[config.mk]
export PLATFORM = sky130hd
export DESIGN_NAME = pipe_reg_skid_flat
export DESIGN_NICKNAME = d
export VERILOG_FILES = /design/src/rtl/pipe_reg_skid_pkg.sv /design/src/rtl/pipe_reg_skid_if.sv /design/src/rtl/pipe_payload_latch.sv /design/src/rtl/pipe_reg_skid.sv /design/src/flat_wrapper.sv
export SDC_FILE = /design/constraint.sdc
export NUM_CORES = 1
export LEC_CHECK = 0
export CAP_MARGIN = 30
export CELL_PAD_IN_SITES_DETAIL_PLACEMENT = 0
export CELL_PAD_IN_SITES_GLOBAL_PLACEMENT = 1
export CORE_MARGIN = 8
export CORE_UTILIZATION = 42
export CTS_BUF_LIST = sky130_fd_sc_hd__clkbuf_8
export DETAILED_ROUTE_END_ITERATION = 8
export PLACE_DENSITY_LB_ADDON = 0.1
export SLEW_MARGIN = 20
export SYNTH_ARGS = -nofsm -noshare
export SYNTH_HDL_FRONTEND = slang
export SYNTH_SLANG_ARGS = --single-unit
[constraint.sdc]
create_clock -name clk -period 9.5 [get_ports clk]
set_input_delay 1.425 -clock clk [delete_from_list [all_inputs] [get_ports clk]]
set_output_delay 1.425 -clock clk [all_outputs]
set_load 0.01 [all_outputs]
[src/rtl/pipe_reg_skid_pkg.sv]
// Shared cpu/isa encodings used by the skid pipeline register.
package pipe_reg_skid_pkg;

    localparam logic [1:0] CTRL_OP_NOP        = 2'd0;
    localparam logic [2:0] ISA_EXP_NO_EXP     = 3'd0;
    localparam logic [2:0] ISA_EXP_MISS_ALIGN = 3'd1;

    typedef enum logic {
        ST_RUN      = 1'b0,
        ST_EXC_HOLD = 1'b1
    } skid_state_e;

endpackage

[src/rtl/pipe_reg_skid_if.sv]
// Upstream/downstream handshake and payload bundle of the skid pipeline register.
interface pipe_reg_skid_if #(
    parameter int DATA_W     = 32,
    parameter int ADDR_W     = 30,
    parameter int REG_ADDR_W = 5,
    parameter int CTRL_W     = 2,
    parameter int EXP_W      = 3,
    parameter int CNT_W      = 16
);
    logic                  InValid;
    logic                  InReady;
    logic [ADDR_W-1:0]     InPC;
    logic                  InEn;
    logic                  InBrFlag;
    logic [CTRL_W-1:0]     InCtrlOp;
    logic [REG_ADDR_W-1:0] InDstAddr;
    logic                  InGPRWE_;
    logic [EXP_W-1:0]      InExpCode;
    logic [DATA_W-1:0]     InOut;
    logic                  MissAlign;
    logic                  Flush;
    logic                  OutValid;
    logic                  OutReady;
    logic [ADDR_W-1:0]     OutPC;
    logic                  OutEn;
    logic                  OutBrFlag;
    logic [CTRL_W-1:0]     OutCtrlOp;
    logic [REG_ADDR_W-1:0] OutDstAddr;
    logic                  OutGPRWE_;
    logic [EXP_W-1:0]      OutExpCode;
    logic [DATA_W-1:0]     OutOut;
    logic                  ExcPending;
    logic [CNT_W-1:0]      StallCnt;

    modport master (
        output InValid, InPC, InEn, InBrFlag, InCtrlOp, InDstAddr, InGPRWE_,
               InExpCode, InOut, MissAlign, Flush, OutReady,
        input  InReady, OutValid, OutPC, OutEn, OutBrFlag, OutCtrlOp, OutDstAddr,
               OutGPRWE_, OutExpCode, OutOut, ExcPending, StallCnt
    );

    modport slave (
        input  InValid, InPC, InEn, InBrFlag, InCtrlOp, InDstAddr, InGPRWE_,
               InExpCode, InOut, MissAlign, Flush, OutReady,
        output InReady, OutValid, OutPC, OutEn, OutBrFlag, OutCtrlOp, OutDstAddr,
               OutGPRWE_, OutExpCode, OutOut, ExcPending, StallCnt
    );
endinterface

[src/rtl/pipe_payload_latch.sv]
// One pipeline entry: a valid flag with async reset plus an unreset packed payload.
module pipe_payload_latch #(
    parameter int W = 8
) (
    input  logic         clk,
    input  logic         reset_,
    input  logic         load,
    input  logic         clear,
    input  logic [W-1:0] d,
    output logic         valid,
    output logic [W-1:0] q
);

    always_ff @(posedge clk or negedge reset_) begin
        if (!reset_)    valid <= 1'b0;
        else if (clear) valid <= 1'b0;
        else if (load)  valid <= 1'b1;
    end

    // Payload is only observed through valid, so it carries no reset.
    always_ff @(posedge clk) begin
        if (load) q <= d;
    end

endmodule

[src/rtl/pipe_reg_skid.sv]
// Two-entry (main + skid) pipeline register with exception hold, flush and stall counter.
module pipe_reg_skid
    import pipe_reg_skid_pkg::*;
#(
    parameter int DATA_W     = 32,
    parameter int ADDR_W     = 30,
    parameter int REG_ADDR_W = 5,
    parameter int CTRL_W     = 2,
    parameter int EXP_W      = 3,
    parameter int CNT_W      = 16
) (
    input  logic          clk,
    input  logic          reset_,
    pipe_reg_skid_if.slave bus
);

    localparam int W = ADDR_W + 3 + CTRL_W + REG_ADDR_W + EXP_W + DATA_W;

    logic [W-1:0]     in_beat, main_d, main_q, skid_q, rst_beat, out_beat;
    logic [EXP_W-1:0] beat_exp;
    logic             main_valid, skid_valid;
    logic             in_fire, out_fire, store;
    logic             main_load, main_clear, skid_load, skid_clear;
    logic [CNT_W-1:0] stall_cnt;
    skid_state_e      state_q, state_d;

    function automatic logic [CNT_W-1:0] sat_inc(input logic [CNT_W-1:0] v);
        return (&v) ? v : v + CNT_W'(1);
    endfunction

    assign rst_beat = {ADDR_W'(0), 1'b0, 1'b0, CTRL_W'(CTRL_OP_NOP), REG_ADDR_W'(0),
                       1'b1, EXP_W'(ISA_EXP_NO_EXP), DATA_W'(0)};

    always_comb begin
        in_beat = {bus.InPC, bus.InEn, bus.InBrFlag, bus.InCtrlOp, bus.InDstAddr,
                   bus.InGPRWE_, bus.InExpCode, bus.InOut};
        if (bus.MissAlign)
            in_beat = {bus.InPC, bus.InEn, bus.InBrFlag, CTRL_W'(CTRL_OP_NOP),
                       REG_ADDR_W'(0), 1'b1, EXP_W'(ISA_EXP_MISS_ALIGN), DATA_W'(0)};
    end

    assign beat_exp = in_beat[DATA_W +: EXP_W];
    assign in_fire  = bus.InValid & ~skid_valid;
    assign out_fire = main_valid & bus.OutReady;
    assign store    = in_fire & (state_q == ST_RUN);

    // Main refills whenever it is empty or draining: from skid first, else the new beat.
    assign main_load  = ~bus.Flush & (~main_valid | out_fire) & (skid_valid | store);
    assign main_d     = skid_valid ? skid_q : in_beat;
    assign main_clear = bus.Flush | (out_fire & ~skid_valid & ~store);
    assign skid_load  = ~bus.Flush & store & main_valid & ~out_fire;
    assign skid_clear = bus.Flush | (skid_valid & (~main_valid | out_fire));

    pipe_payload_latch #(.W(W)) u_main (
        .clk(clk), .reset_(reset_), .load(main_load), .clear(main_clear),
        .d(main_d), .valid(main_valid), .q(main_q)
    );

    pipe_payload_latch #(.W(W)) u_skid (
        .clk(clk), .reset_(reset_), .load(skid_load), .clear(skid_clear),
        .d(in_beat), .valid(skid_valid), .q(skid_q)
    );

    always_ff @(posedge clk or negedge reset_) begin
        if (!reset_) state_q <= ST_RUN;
        else         state_q <= state_d;
    end

    always_comb begin
        state_d = state_q;
        if (bus.Flush)
            state_d = ST_RUN;
        else if (state_q == ST_RUN && store && beat_exp != EXP_W'(ISA_EXP_NO_EXP))
            state_d = ST_EXC_HOLD;
    end

    always_ff @(posedge clk or negedge reset_) begin
        if (!reset_)                         stall_cnt <= '0;
        else if (main_valid && !bus.OutReady) stall_cnt <= sat_inc(stall_cnt);
    end

    assign out_beat = main_valid ? main_q : rst_beat;

    assign {bus.OutPC, bus.OutEn, bus.OutBrFlag, bus.OutCtrlOp, bus.OutDstAddr,
            bus.OutGPRWE_, bus.OutExpCode, bus.OutOut} = out_beat;
    assign bus.OutValid   = main_valid;
    assign bus.InReady    = ~skid_valid;
    assign bus.ExcPending = (state_q == ST_EXC_HOLD);
    assign bus.StallCnt   = stall_cnt;

endmodule

[src/flat_wrapper.sv]
// flat-port wrapper written by rule: the top's interface ports become plain ports
module pipe_reg_skid_flat import pipe_reg_skid_pkg::*;
#(
    parameter int DATA_W     = 32,
    parameter int ADDR_W     = 30,
    parameter int REG_ADDR_W = 5,
    parameter int CTRL_W     = 2,
    parameter int EXP_W      = 3,
    parameter int CNT_W      = 16
)
  (clk, reset_, bus_InValid, bus_InPC, bus_InEn, bus_InBrFlag, bus_InCtrlOp, bus_InDstAddr, bus_InGPRWE_, bus_InExpCode, bus_InOut, bus_MissAlign, bus_Flush, bus_OutReady, bus_InReady, bus_OutValid, bus_OutPC, bus_OutEn, bus_OutBrFlag, bus_OutCtrlOp, bus_OutDstAddr, bus_OutGPRWE_, bus_OutExpCode, bus_OutOut, bus_ExcPending, bus_StallCnt);
  pipe_reg_skid_if #(.DATA_W(DATA_W), .ADDR_W(ADDR_W), .REG_ADDR_W(REG_ADDR_W), .CTRL_W(CTRL_W), .EXP_W(EXP_W), .CNT_W(CNT_W)) bus_i ();
  input  logic clk;
  input  logic reset_;
  input wire logic [$bits(bus_i.InValid)-1:0] bus_InValid;
  input wire logic [$bits(bus_i.InPC)-1:0] bus_InPC;
  input wire logic [$bits(bus_i.InEn)-1:0] bus_InEn;
  input wire logic [$bits(bus_i.InBrFlag)-1:0] bus_InBrFlag;
  input wire logic [$bits(bus_i.InCtrlOp)-1:0] bus_InCtrlOp;
  input wire logic [$bits(bus_i.InDstAddr)-1:0] bus_InDstAddr;
  input wire logic [$bits(bus_i.InGPRWE_)-1:0] bus_InGPRWE_;
  input wire logic [$bits(bus_i.InExpCode)-1:0] bus_InExpCode;
  input wire logic [$bits(bus_i.InOut)-1:0] bus_InOut;
  input wire logic [$bits(bus_i.MissAlign)-1:0] bus_MissAlign;
  input wire logic [$bits(bus_i.Flush)-1:0] bus_Flush;
  input wire logic [$bits(bus_i.OutReady)-1:0] bus_OutReady;
  output wire logic [$bits(bus_i.InReady)-1:0] bus_InReady;
  output wire logic [$bits(bus_i.OutValid)-1:0] bus_OutValid;
  output wire logic [$bits(bus_i.OutPC)-1:0] bus_OutPC;
  output wire logic [$bits(bus_i.OutEn)-1:0] bus_OutEn;
  output wire logic [$bits(bus_i.OutBrFlag)-1:0] bus_OutBrFlag;
  output wire logic [$bits(bus_i.OutCtrlOp)-1:0] bus_OutCtrlOp;
  output wire logic [$bits(bus_i.OutDstAddr)-1:0] bus_OutDstAddr;
  output wire logic [$bits(bus_i.OutGPRWE_)-1:0] bus_OutGPRWE_;
  output wire logic [$bits(bus_i.OutExpCode)-1:0] bus_OutExpCode;
  output wire logic [$bits(bus_i.OutOut)-1:0] bus_OutOut;
  output wire logic [$bits(bus_i.ExcPending)-1:0] bus_ExcPending;
  output wire logic [$bits(bus_i.StallCnt)-1:0] bus_StallCnt;
  assign bus_i.InValid = bus_InValid;
  assign bus_i.InPC = bus_InPC;
  assign bus_i.InEn = bus_InEn;
  assign bus_i.InBrFlag = bus_InBrFlag;
  assign bus_i.InCtrlOp = bus_InCtrlOp;
  assign bus_i.InDstAddr = bus_InDstAddr;
  assign bus_i.InGPRWE_ = bus_InGPRWE_;
  assign bus_i.InExpCode = bus_InExpCode;
  assign bus_i.InOut = bus_InOut;
  assign bus_i.MissAlign = bus_MissAlign;
  assign bus_i.Flush = bus_Flush;
  assign bus_i.OutReady = bus_OutReady;
  assign bus_InReady = bus_i.InReady;
  assign bus_OutValid = bus_i.OutValid;
  assign bus_OutPC = bus_i.OutPC;
  assign bus_OutEn = bus_i.OutEn;
  assign bus_OutBrFlag = bus_i.OutBrFlag;
  assign bus_OutCtrlOp = bus_i.OutCtrlOp;
  assign bus_OutDstAddr = bus_i.OutDstAddr;
  assign bus_OutGPRWE_ = bus_i.OutGPRWE_;
  assign bus_OutExpCode = bus_i.OutExpCode;
  assign bus_OutOut = bus_i.OutOut;
  assign bus_ExcPending = bus_i.ExcPending;
  assign bus_StallCnt = bus_i.StallCnt;
  pipe_reg_skid #(.DATA_W(DATA_W), .ADDR_W(ADDR_W), .REG_ADDR_W(REG_ADDR_W), .CTRL_W(CTRL_W), .EXP_W(EXP_W), .CNT_W(CNT_W)) u_core (.clk(clk), .reset_(reset_), .bus(bus_i));
endmodule
==> metrics.txt <==
Design Area, Final=9515 µm²; placed cell area=9107 µm²; RSZ-0062 raised after global routing=no; post-synthesis register bit count=169; Setup Fix Bufs, Post-CTS=0; root buffer cell=clkbuf_8; largest net degree at the start of global routing=51; GRT Util Overall=0.1529; CTS tree=done; power per cell area=162.3 nW/µm²; # setup viols final=0; Max Slew Vio Count=0; Final Total Pwr=1.544 mW; global route total overflow=0; R2R setup slack=7.15 ns; Synth cell types=35; Crit Path Max Fanout=40; fillers=1321; worst r2r src=u_core.u_main.valid$_DFFE_PN0P_; die area=21310 µm²; hold path startpoint=u_core.bus.StallCnt[2]$_DFFE_PN0P_; clock latency on the worst-skew pair=0.46 ns; cts bufs inserted=17; R2R cell count=3; DR WL/cell=18.64 µm; Slowest cell on crit path=dfrtp_2; Slew @ Worst Pin=0.8385 ns; final wirelength=15990 µm; ys async rst share=0.1124; critical path startpoint category=flop; Psw=349.9 µW; IO Count=175; max frequency=0.2754 GHz; min cycle time layout=3.631 ns; I/O Buffers=174; Mapped Nets=526; Clk pwr share=0.325; P&R area growth vs syn=34.10%; total core area=16520 µm²; Power Internal=1.194 mW; EDFF count, synth=150; clk_skew=0.01183 ns; compound-cell area share of the yosys netlist=0.004056; CP endpoint kind=primary output; register area share after synthesis=0.7018; Sw Share=0.2266; nets=707; die height=146.0 µm; first-pass GRT wire length=25360 µm; largest family of logic cells by synthesized area=simple AND/OR/NAND/NOR gates; XOR/XNOR share of the synthesized area=0.01728; Top FF cell, synth=edfxtp_1; H-tree levels=4; synth warn=0; initial core utilization=0.4294; crit-path cells=buf_12, and2_1, clkdlybuf4s50_1; post-synthesis mux area share=0.1227; critical path type=reg2out; hold path depth=1; CTS sink count=169; Resized Gates After CTS=0; Reg power frac=0.558; Slew HR=0.4410; Combinational Power Share=0.117; vias in the first global route=4565; CTS Hold Bufs=0; Iteration-0 DRC Markers=172; Syn Inst Count=444; hold endpoint=u_core.bus.StallCnt[2]$_DFFE_PN0P_; final hold vios=0; dpl hpwl=10700 µm; Crit path required time=8.08 ns; Synth Area in Simple Gates=0.1409; Placer Congestion=0.7578; synthesized area=7096 µm²; via count=4219; CTS Buffer Depth=2; Reg2Reg Capture Point=u_core.u_skid.q[29]$_DFFE_PP_; Setup TNS=0 ns; antenna cells=0; row cnt=47; via density per instance=4.917; layout cells sized above 1=0.1975; peak supply drop=0.09939 mV; final core occ=0.5758; Tightest Hold Check Type=reg2reg; Leak=3.394 nW; period utilisation layout=0.3822; initial antenna violation count=0; post-route ant nets=0; Synth Area in Adders=0.001763; Worst-path clk slew=0.08 ns; Die Wd=146.0 µm; crit path DAT=2.21 ns; DRC viols=0; Avg Inst Size Synth=15.98 µm²; delay of the slowest critical-path stage=0.75 ns; max cap viols=0; status=finished, final reports clean; drt first pass iters=4
worst max-delay path: cells and delay by family, from the launching register on:
kind,cells,cell delay [ns]
buffers and inverters,2,0.82
DFF,1,0.75
and+or+nand+nor,1,0.18
metal layers:
metal / track usage / up-vias / wire length (µm)
li1: - / 1973 / -
met5: 0 / - / 0
met4: 0.06182 / 0 / 262
met2: 0.2472 / 134 / 7514
met3: 0.05068 / 17 / 1011
met1: 0.1853 / 2095 / 7203
area by class of cell:
class / instances / area, µm² / share of cell area
Sequential cell: 169 / 4981 / 0.5235
Inverter: 1 / 3.754 / 0.0003945
Timing Repair Buffer: 182 / 1817 / 0.1909
Tap cell: 220 / 275.3 / 0.02893
Multi-Input combinational cell: 254 / 2046 / 0.2150
Clock buffer: 19 / 261.5 / 0.02748
Clock inverter: 13 / 131.4 / 0.01381
cells in the mapped netlist, types with 2 or more instances:
master | count | area (µm²)
nand4_1 | 4 | 25.02
nor2b_1 | 41 | 256.5
and3_1 | 2 | 12.51
mux2_2 | 76 | 855.8
nor2_1 | 5 | 18.77
nor4_1 | 4 | 25.02
nor3_1 | 3 | 15.01
buf_1 | 4 | 15.01
dfrtp_1 | 19 | 475.5
buf_2 | 2 | 10.01
nand2_1 | 5 | 18.77
clkbuf_1 | 14 | 52.55
nand2b_1 | 3 | 18.77
or2_2 | 2 | 12.51
and2_1 | 75 | 469.2
xor2_1 | 12 | 105.1
edfxtp_1 | 150 | 4504
xnor2_1 | 2 | 17.52
and4_1 | 2 | 17.52
nand4_2 | 2 | 25.02
nand3_1 | 3 | 15.01
stage by stage:
stage | hold slack [ns] | instances | worst slack, ns
after floorplan | 0.5232 | 444 | 0.01889
after global placement | 0.5032 | 824 | 6.104
after detailed placement | 0.5110 | 825 | 6.062
after CTS | 0.5300 | 857 | 5.760
after global routing | 0.5466 | 858 | 5.694
final | 0.5246 | 858 | 5.869
kinds of logic after synthesis:
logic type,count (synthesis)
AO/OA/AOI/OAI,4
adder cells (fa/ha/maj),1
flip-flops,169
multiplexers,77
XOR/XNOR,14
buffers and inverters,21
AND/OR/NAND/NOR,158
state kept, by name (all words and copies together), names as in the netlist:
| name | count |
|---|---|
| u_core.bus.ExcPending | 1 |
| u_core.u_skid.q | 75 |
| u_core.u_main.valid | 1 |
| u_core.bus.StallCnt | 16 |
| u_core.u_skid.valid | 1 |
| u_core.u_main.q | 75 |
placed cells by master, fill, tap and decap left out, types with 2 or more instances in the layout:
cell and count:
nor4_1 3, nand4_1 4, nand2_1 5, nand2b_1 3, xnor2_1 2, clkbuf_8 19, edfxtp_1 150, and2_1 75
and4_1 2, mux2_2 76, xor2_1 12, inv_1 2, nand4_2 2, nor3_1 2, bufinv_16 2, clkinv_2 3
nor2_1 5, and3_1 2, nor2b_1 41, dfrtp_1 18, clkinvlp_4 3, nand3_1 3, or2_2 2, clkdlybuf4s50_1 173
buf_4 6, clkinv_4 3
power groups by stage:
| stage | registers, mW | clock network [mW] | logic, mW |
|---|---|---|---|
| CTS | 0.863 | 0.521 | 0.183 |
| finish | 0.862 | 0.502 | 0.180 |
| floorplan | 0.879 | 0 | 0.0729 |
| global placement | 0.881 | 0 | 0.175 |
| global route | 0.866 | 0.545 | 0.195 |
| detailed placement | 0.879 | 0 | 0.182 |
worst max-delay path by stage:
stage                                     from                       endpoint  slack, ns  depth (start not counted)
4_1_cts        u_core.u_main.valid$_DFFE_PN0P_              bus_OutDstAddr[3]       5.76                          3
5_1_grt        u_core.u_main.valid$_DFFE_PN0P_              bus_OutExpCode[2]       5.69                          3
2_1_floorplan                     bus_OutReady   u_core.u_skid.q[0]$_DFFE_PP_       0.02                          2
6_report       u_core.u_main.valid$_DFFE_PN0P_              bus_OutExpCode[2]       5.87                          3
3_3_place_gp                      bus_OutReady  u_core.u_skid.q[52]$_DFFE_PP_       6.10                          4
3_5_place_dp                      bus_OutReady  u_core.u_skid.q[52]$_DFFE_PP_       6.06                          4
Note: power is estimated with default switching activity, not from simulation.
